## config.mk

```make
export PLATFORM = sky130hd
export DESIGN_NAME = seven_seg_scan_reader
export DESIGN_NICKNAME = d
export VERILOG_FILES = /design/src/rtl/seven_seg_pkg.sv /design/src/rtl/seven_seg_decode.sv /design/src/rtl/seven_seg_scan_reader.sv
export SDC_FILE = /design/constraint.sdc
export NUM_CORES = 1
export LEC_CHECK = 0
export ABC_AREA = 1
export ABC_CLOCK_PERIOD_IN_PS = 3510
export BUFFER_PORTS_ARGS = -buffer_cell sky130_fd_sc_hd__buf_2
export CAP_MARGIN = 10
export CORE_ASPECT_RATIO = 1.2
export CORE_MARGIN = 2
export CORE_UTILIZATION = 60
export CTS_CLUSTER_DIAMETER = 150
export DETAILED_ROUTE_END_ITERATION = 7
export GPL_ROUTABILITY_DRIVEN = 0
export PLACE_DENSITY_LB_ADDON = 0.3
export SLEW_MARGIN = 20
export SYNTH_ARGS = -nofsm -noshare
export SYNTH_HDL_FRONTEND = slang
export SYNTH_SLANG_ARGS = --single-unit
export TNS_END_PERCENT = 30
```

## constraint.sdc

```tcl
create_clock -name clk -period 3.51 [get_ports clk]
set_input_delay 0.702 -clock clk [delete_from_list [all_inputs] [get_ports clk]]
set_output_delay 0.702 -clock clk [all_outputs]
set_load 0.01 [all_outputs]
```

## src/rtl/seven_seg_pkg.sv

```systemverilog
// Shared definitions for the seven-segment scan reader: segment patterns,
// FSM state encoding and the decoded-digit record.
package seven_seg_pkg;

    // Segment patterns on seg[7:1] = {a,b,c,d,e,f,g}
    localparam logic [6:0] SEG_0 = 7'b1111110;
    localparam logic [6:0] SEG_1 = 7'b0110000;
    localparam logic [6:0] SEG_2 = 7'b1101101;
    localparam logic [6:0] SEG_3 = 7'b1111001;
    localparam logic [6:0] SEG_4 = 7'b0110011;
    localparam logic [6:0] SEG_5 = 7'b1011011;
    localparam logic [6:0] SEG_6 = 7'b1011111;
    localparam logic [6:0] SEG_7 = 7'b1110000;
    localparam logic [6:0] SEG_8 = 7'b1111111;
    localparam logic [6:0] SEG_9 = 7'b1111011;
    localparam logic [6:0] SEG_A = 7'b1110111;
    localparam logic [6:0] SEG_B = 7'b0011111;
    localparam logic [6:0] SEG_C = 7'b1001110;
    localparam logic [6:0] SEG_D = 7'b0111101;
    localparam logic [6:0] SEG_E = 7'b1001111;
    localparam logic [6:0] SEG_F = 7'b1000111;

    typedef enum logic {
        WAIT_STABLE = 1'b0,
        HOLD        = 1'b1
    } state_t;

    typedef struct packed {
        logic [3:0] digit;
        logic       dp;
        logic       invalid;
    } dec_digit_t;

endpackage

```

## src/rtl/seven_seg_decode.sv

```systemverilog
// Single-digit seven-segment decoder (purely combinational).
// Unknown patterns decode to digit 0 with the invalid flag raised; the
// decimal point passes through regardless of validity.
module seven_seg_decode
    import seven_seg_pkg::*;
#(
    parameter int HEX_EN = 1
) (
    input  logic [7:0]  i_seg,
    output dec_digit_t  o_dec
);

    localparam bit HEX_ON = (HEX_EN != 0);

    // Map the seven segment lines to a digit value
    always_comb begin
        o_dec.digit   = 4'd0;
        o_dec.dp      = i_seg[0];
        o_dec.invalid = 1'b0;
        case (i_seg[7:1])
            SEG_0: o_dec.digit = 4'h0;
            SEG_1: o_dec.digit = 4'h1;
            SEG_2: o_dec.digit = 4'h2;
            SEG_3: o_dec.digit = 4'h3;
            SEG_4: o_dec.digit = 4'h4;
            SEG_5: o_dec.digit = 4'h5;
            SEG_6: o_dec.digit = 4'h6;
            SEG_7: o_dec.digit = 4'h7;
            SEG_8: o_dec.digit = 4'h8;
            SEG_9: o_dec.digit = 4'h9;
            SEG_A: if (HEX_ON) o_dec.digit = 4'hA; else o_dec.invalid = 1'b1;
            SEG_B: if (HEX_ON) o_dec.digit = 4'hB; else o_dec.invalid = 1'b1;
            SEG_C: if (HEX_ON) o_dec.digit = 4'hC; else o_dec.invalid = 1'b1;
            SEG_D: if (HEX_ON) o_dec.digit = 4'hD; else o_dec.invalid = 1'b1;
            SEG_E: if (HEX_ON) o_dec.digit = 4'hE; else o_dec.invalid = 1'b1;
            SEG_F: if (HEX_ON) o_dec.digit = 4'hF; else o_dec.invalid = 1'b1;
            default: o_dec.invalid = 1'b1;
        endcase
    end

endmodule

```

## src/rtl/seven_seg_scan_reader.sv

```systemverilog
// Rebuilds a full multiplexed seven-segment frame from the shared segment
// bus and anode lines. A pattern is captured once it has been stable for
// STABLE_CYCLES samples; a snapshot is published when every digit is in.
module seven_seg_scan_reader
    import seven_seg_pkg::*;
#(
    parameter int NUM_DIGITS     = 6,
    parameter int STABLE_CYCLES  = 4,
    parameter int SEG_ACTIVE_LOW = 0,
    parameter int AN_ACTIVE_LOW  = 0,
    parameter int HEX_EN         = 1
) (
    input  logic                    clk,
    input  logic                    rst_n,
    input  logic [7:0]              seg_in,
    input  logic [NUM_DIGITS-1:0]   an_in,
    output logic [4*NUM_DIGITS-1:0] digits_out,
    output logic [NUM_DIGITS-1:0]   dp_out,
    output logic [NUM_DIGITS-1:0]   invalid_out,
    output logic                    frame_valid,
    output logic                    frame_err
);

    localparam int CNT_W = (STABLE_CYCLES > 1) ? $clog2(STABLE_CYCLES) : 1;
    localparam logic [CNT_W-1:0]      CNT_MAX  = CNT_W'(STABLE_CYCLES - 1);
    localparam logic [7:0]            SEG_INV  = (SEG_ACTIVE_LOW != 0) ? 8'hFF : 8'h00;
    localparam logic [NUM_DIGITS-1:0] AN_INV   = (AN_ACTIVE_LOW != 0) ? '1 : '0;
    localparam logic [NUM_DIGITS-1:0] ALL_DIGS = '1;

    // Input samples (raw pin polarity) and the sample before them
    logic [7:0]            r_s_seg, r_p_seg;
    logic [NUM_DIGITS-1:0] r_s_an,  r_p_an;

    state_t                r_state, w_state_next;
    logic [CNT_W-1:0]      r_cnt, w_cnt_next;
    logic [NUM_DIGITS-1:0] r_captured, w_captured_next;
    dec_digit_t            r_shadow [NUM_DIGITS];

    logic [7:0]            w_seg;
    logic [NUM_DIGITS-1:0] w_an, w_mask, w_write;
    logic                  w_chg, w_blank, w_onehot, w_multi;
    logic                  w_complete, w_capture, w_err;
    dec_digit_t            w_dec;

    logic [4*NUM_DIGITS-1:0] w_shadow_digits;
    logic [NUM_DIGITS-1:0]   w_shadow_dp, w_shadow_inv;

    assign w_seg    = r_s_seg ^ SEG_INV;
    assign w_an     = r_s_an ^ AN_INV;
    assign w_chg    = (r_s_seg != r_p_seg) || (r_s_an != r_p_an);
    assign w_blank  = (w_an == '0);
    assign w_onehot = !w_blank && ((w_an & (w_an - NUM_DIGITS'(1))) == '0);
    assign w_multi  = !w_blank && !w_onehot;

    // A full mask is published this cycle; treat it as already empty so a
    // simultaneous capture lands in the next frame.
    assign w_complete = (r_captured == ALL_DIGS);
    assign w_mask     = w_complete ? '0 : r_captured;

    seven_seg_decode #(
        .HEX_EN (HEX_EN)
    ) u_decode (
        .i_seg (w_seg),
        .o_dec (w_dec)
    );

    // Flatten the shadow registers into the published bus layout
    for (genvar gi = 0; gi < NUM_DIGITS; gi++) begin : g_flat
        assign w_shadow_digits[4*gi +: 4] = r_shadow[gi].digit;
        assign w_shadow_dp[gi]            = r_shadow[gi].dp;
        assign w_shadow_inv[gi]           = r_shadow[gi].invalid;
    end

    // Register the pins once and keep the previous sample for change detect
    always_ff @(posedge clk) begin
        if (!rst_n) begin
            r_s_seg <= '0;
            r_s_an  <= '0;
            r_p_seg <= '0;
            r_p_an  <= '0;
        end else begin
            r_s_seg <= seg_in;
            r_s_an  <= an_in;
            r_p_seg <= r_s_seg;
            r_p_an  <= r_s_an;
        end
    end

    // FSM state register
    always_ff @(posedge clk) begin
        if (!rst_n) r_state <= WAIT_STABLE;
        else        r_state <= w_state_next;
    end

    // FSM next state: leave WAIT on a qualified capture, leave HOLD on change
    always_comb begin
        w_state_next = r_state;
        case (r_state)
            WAIT_STABLE: if (w_onehot && !w_chg && r_cnt == CNT_MAX) w_state_next = HOLD;
            HOLD:        if (w_chg) w_state_next = WAIT_STABLE;
            default:     w_state_next = WAIT_STABLE;
        endcase
    end

    // FSM outputs: dwell counter, capture request, error and mask update
    always_comb begin
        w_cnt_next = r_cnt;
        w_capture  = 1'b0;
        w_err      = w_multi && w_chg;
        case (r_state)
            WAIT_STABLE: begin
                if (w_multi || w_chg || w_blank) w_cnt_next = '0;
                else if (r_cnt == CNT_MAX)       w_capture  = 1'b1;
                else                             w_cnt_next = r_cnt + CNT_W'(1);
            end
            HOLD: if (w_chg) w_cnt_next = '0;
            default: w_cnt_next = '0;
        endcase
        // First capture of a digit within a frame wins
        w_write         = w_capture ? (w_an & ~w_mask) : '0;
        w_captured_next = w_err ? '0 : (w_mask | w_write);
    end

    // Datapath: counter, capture mask, shadow writes and frame publication
    always_ff @(posedge clk) begin
        if (!rst_n) begin
            r_cnt       <= '0;
            r_captured  <= '0;
            digits_out  <= '0;
            dp_out      <= '0;
            invalid_out <= '0;
            frame_valid <= 1'b0;
            frame_err   <= 1'b0;
            for (int i = 0; i < NUM_DIGITS; i++) r_shadow[i] <= '0;
        end else begin
            r_cnt       <= w_cnt_next;
            r_captured  <= w_captured_next;
            frame_valid <= w_complete;
            frame_err   <= w_err;
            for (int i = 0; i < NUM_DIGITS; i++) begin
                if (w_write[i]) r_shadow[i] <= w_dec;
            end
            if (w_complete) begin
                digits_out  <= w_shadow_digits;
                dp_out      <= w_shadow_dp;
                invalid_out <= w_shadow_inv;
            end
        end
    end

endmodule

```

==> metrics.txt <==
register bit total from synthesis=111; initial DRC count=229; most frequent cells in the layout=nor2_1, nand2_1, dfxtp_1, inv_1, buf_2; fin crit share=63.3%; HP Class=flop to flop; worst-path maximum fanout=6; Layout fillers=628; Synth Area in Compound Gates=5.25%; vias=3707; Clock Latency Late Sink=0.37 ns; half-perimeter wire length after placement=6490 µm; first-pass GRT wire length=15900 µm; CTS tree=done; ys async rst share=0%; drt first pass iters=6; CTS root buf=clkbuf_8; post-synthesis adder-cell area fraction=0.269%; Worst R2R Setup Slack=1.29 ns; RSZ-0062 raised after global routing=false; commonest non-fill, non-tap cell in the layout=nor2_1; Ant. Diodes=0; slowest CP cell=a311oi_1; sequential share of the synthesized area=55.5%; critical path depth=7; Worst Path Required=3.59 ns; mux cell area share after synthesis=0%; Final Hold Fails=0; peak supply drop=0.338 mV; fmax=450 MHz; Maximum Capacitance Violations=0; fin. max-slew vios=0; Pwr per Cell Area=441 nW/µm²; die width=84.4 µm; fin util=67.7%; clk sink count=111; Synth Flop Type=dfxtp_1; # IOs=54; largest cells by area after synthesis=dfxtp_1, edfxtp_1, nor2_1; Final #Nets=643; crit path launch type=flop; Final Skew=0.0113 ns; area grow syn2layout=10.9%; layout cells sized above 1=17.1%; Post-Synth Simple-Gate Area=30.0%; CP cell instances=inv_2 -> nand2_1 -> nor2_1 -> nand2_1 -> nand2_1 -> a311oi_1 -> nor2_1; post-CTS repair timing setup buffer count=0; worst reg-to-reg path cell count=7; initial cell density of the core=61.0%; main combinational cell family by area after synthesis=simple AND/OR/NAND/NOR gates; CP arrival=2.30 ns; largest net degree at the start of global routing=39; clk slew on worst S/H paths=0.10 ns; CTS buffer count=9; FP Rows=35; minimum clock period=2.22 ns; final WL=9180 µm; Mapped Cells=577; status=completed; Synthesis Warnings=0; Post-Syn Area per Cell=8.06 µm²; DR DRC count=0; number of synthesized flops with an enable pin=36; Hold Path Depth=2; setup TNS=0 ns; CTS resizes=0; core area=7620 µm²; CP delay by family, top=compound AO/OA/AOI/OAI gates; Critical Path Sink Type=flop; gr ovfl total=0; LEAKAGE=2.55 nW; CP max stage delay=0.95 ns; number of global-route vias before repair=3601; GRT Overall Usage=23.5%; CTS Hold Bufs=0; Yosys top cell area share=32.3%; # setup viols final=0; CP most frequent cell=nand2_1; area share of xor/xnor cells in the synthesized design=0.188%; DRT antenna net count=0; H-tree Lvls=3; DR WL/cell=12.7 µm; Die ar.=8470 µm²; DR vias/cell=5.13; Setup CP Type=flop to flop; CP Buf/Inv Count=1; post-synth top area cell=dfxtp_1; Worst-Margin Slew=1.19 ns; maximum clock insertion buffer count=2; syn nets=594; number of port buffers=53; height of the die=100 µm; Worst slew margin=20.5%; Netlist cell types=26; antenna violations before repair=0; synthesized area=4650 µm²
## power by group
| part | internal, mW | switching (mW) | total [mW] |
|---|---|---|---|
| clock network | 0.342 | 0.434 | 0.776 |
| logic | 0.0397 | 0.0873 | 0.127 |
| registers | 1.35 | 0.0215 | 1.37 |
## state kept, by name, indices dropped and copies added, names as in the netlist
signal / flops
digits_out: 24
dp_out: 6
frame_err: 1
frame_valid: 1
invalid_out: 6
r_captured: 6
r_cnt: 2
r_p_an: 6
r_p_seg: 8
r_s_an: 6
r_s_seg: 8
r_shadow: 36
r_state: 1
## cells in the mapped netlist (2+ instances only)
cell and number:
nand3_1 9, nor3b_1 2, a21oi_1 10, inv_1 69
inv_2 12, dfxtp_1 75, o21ai_0 37, buf_4 2
clkbuf_1 8, nor2_2 6, edfxtp_1 36, nand4_4 3
buf_2 8, nand4_1 8, nand2_2 4, nor3_1 6
nand3_2 9, nand2_1 121, nor2_1 145
## cell type report
| type | count | area [µm²] | area share, % |
|---|---|---|---|
| flip-flops and latches | 111 | 2580 | 50.1 |
| multi-input cells | 366 | 1660 | 32.2 |
| inverters | 81 | 304 | 5.89 |
| repair buffers | 57 | 295 | 5.72 |
| clock buffers | 10 | 128 | 2.47 |
| well taps | 92 | 115 | 2.23 |
| clock inverters | 6 | 75.1 | 1.46 |
## stage by stage
stage / worst slack (ns) / cell area (µm²) / power, mW / hold slack [ns] / instances
after floorplan: 1.57 / 4650 / 1.49 / 0.431 / 577
after global placement: 1.42 / 4960 / 1.52 / 0.457 / 707
after detailed placement: 1.34 / 4960 / 1.53 / 0.455 / 707
after CTS: 1.31 / 5160 / 2.29 / 0.470 / 723
after global routing: 1.11 / 5160 / 2.36 / 0.488 / 723
final: 1.29 / 5160 / 2.28 / 0.468 / 723
## per-layer routing
metal	routed length, µm	global-route usage (%)	vias to the layer above
met5	0	0	-
met3	468	4.93	36
met4	377	12.5	0
li1	-	-	1886
met2	4450	40.6	119
met1	3880	27.6	1666
## worst paths after layout
path / startpoint / to
hold reg to reg: r_cnt[1] / r_cnt[1]
setup reg to reg: r_s_seg[2] / r_shadow[5][5]
hold / removal: r_cnt[1] / r_cnt[1]
setup / recovery: r_s_seg[2] / r_shadow[5][5]
## cells by family after synthesis
kind of cell,count (synthesis)
xor+xnor,1
buf+inv,100
compound gates,48
fa+ha+maj,1
flops,111
simple gates,316
## tightest hold or removal path: stages (launching register included)
cell and delay [ns]:
dfxtp_1 0.33, nand2_1 0.06, nand2_1 0.05
No activity file was read; power rests on OpenSTA's default activity.
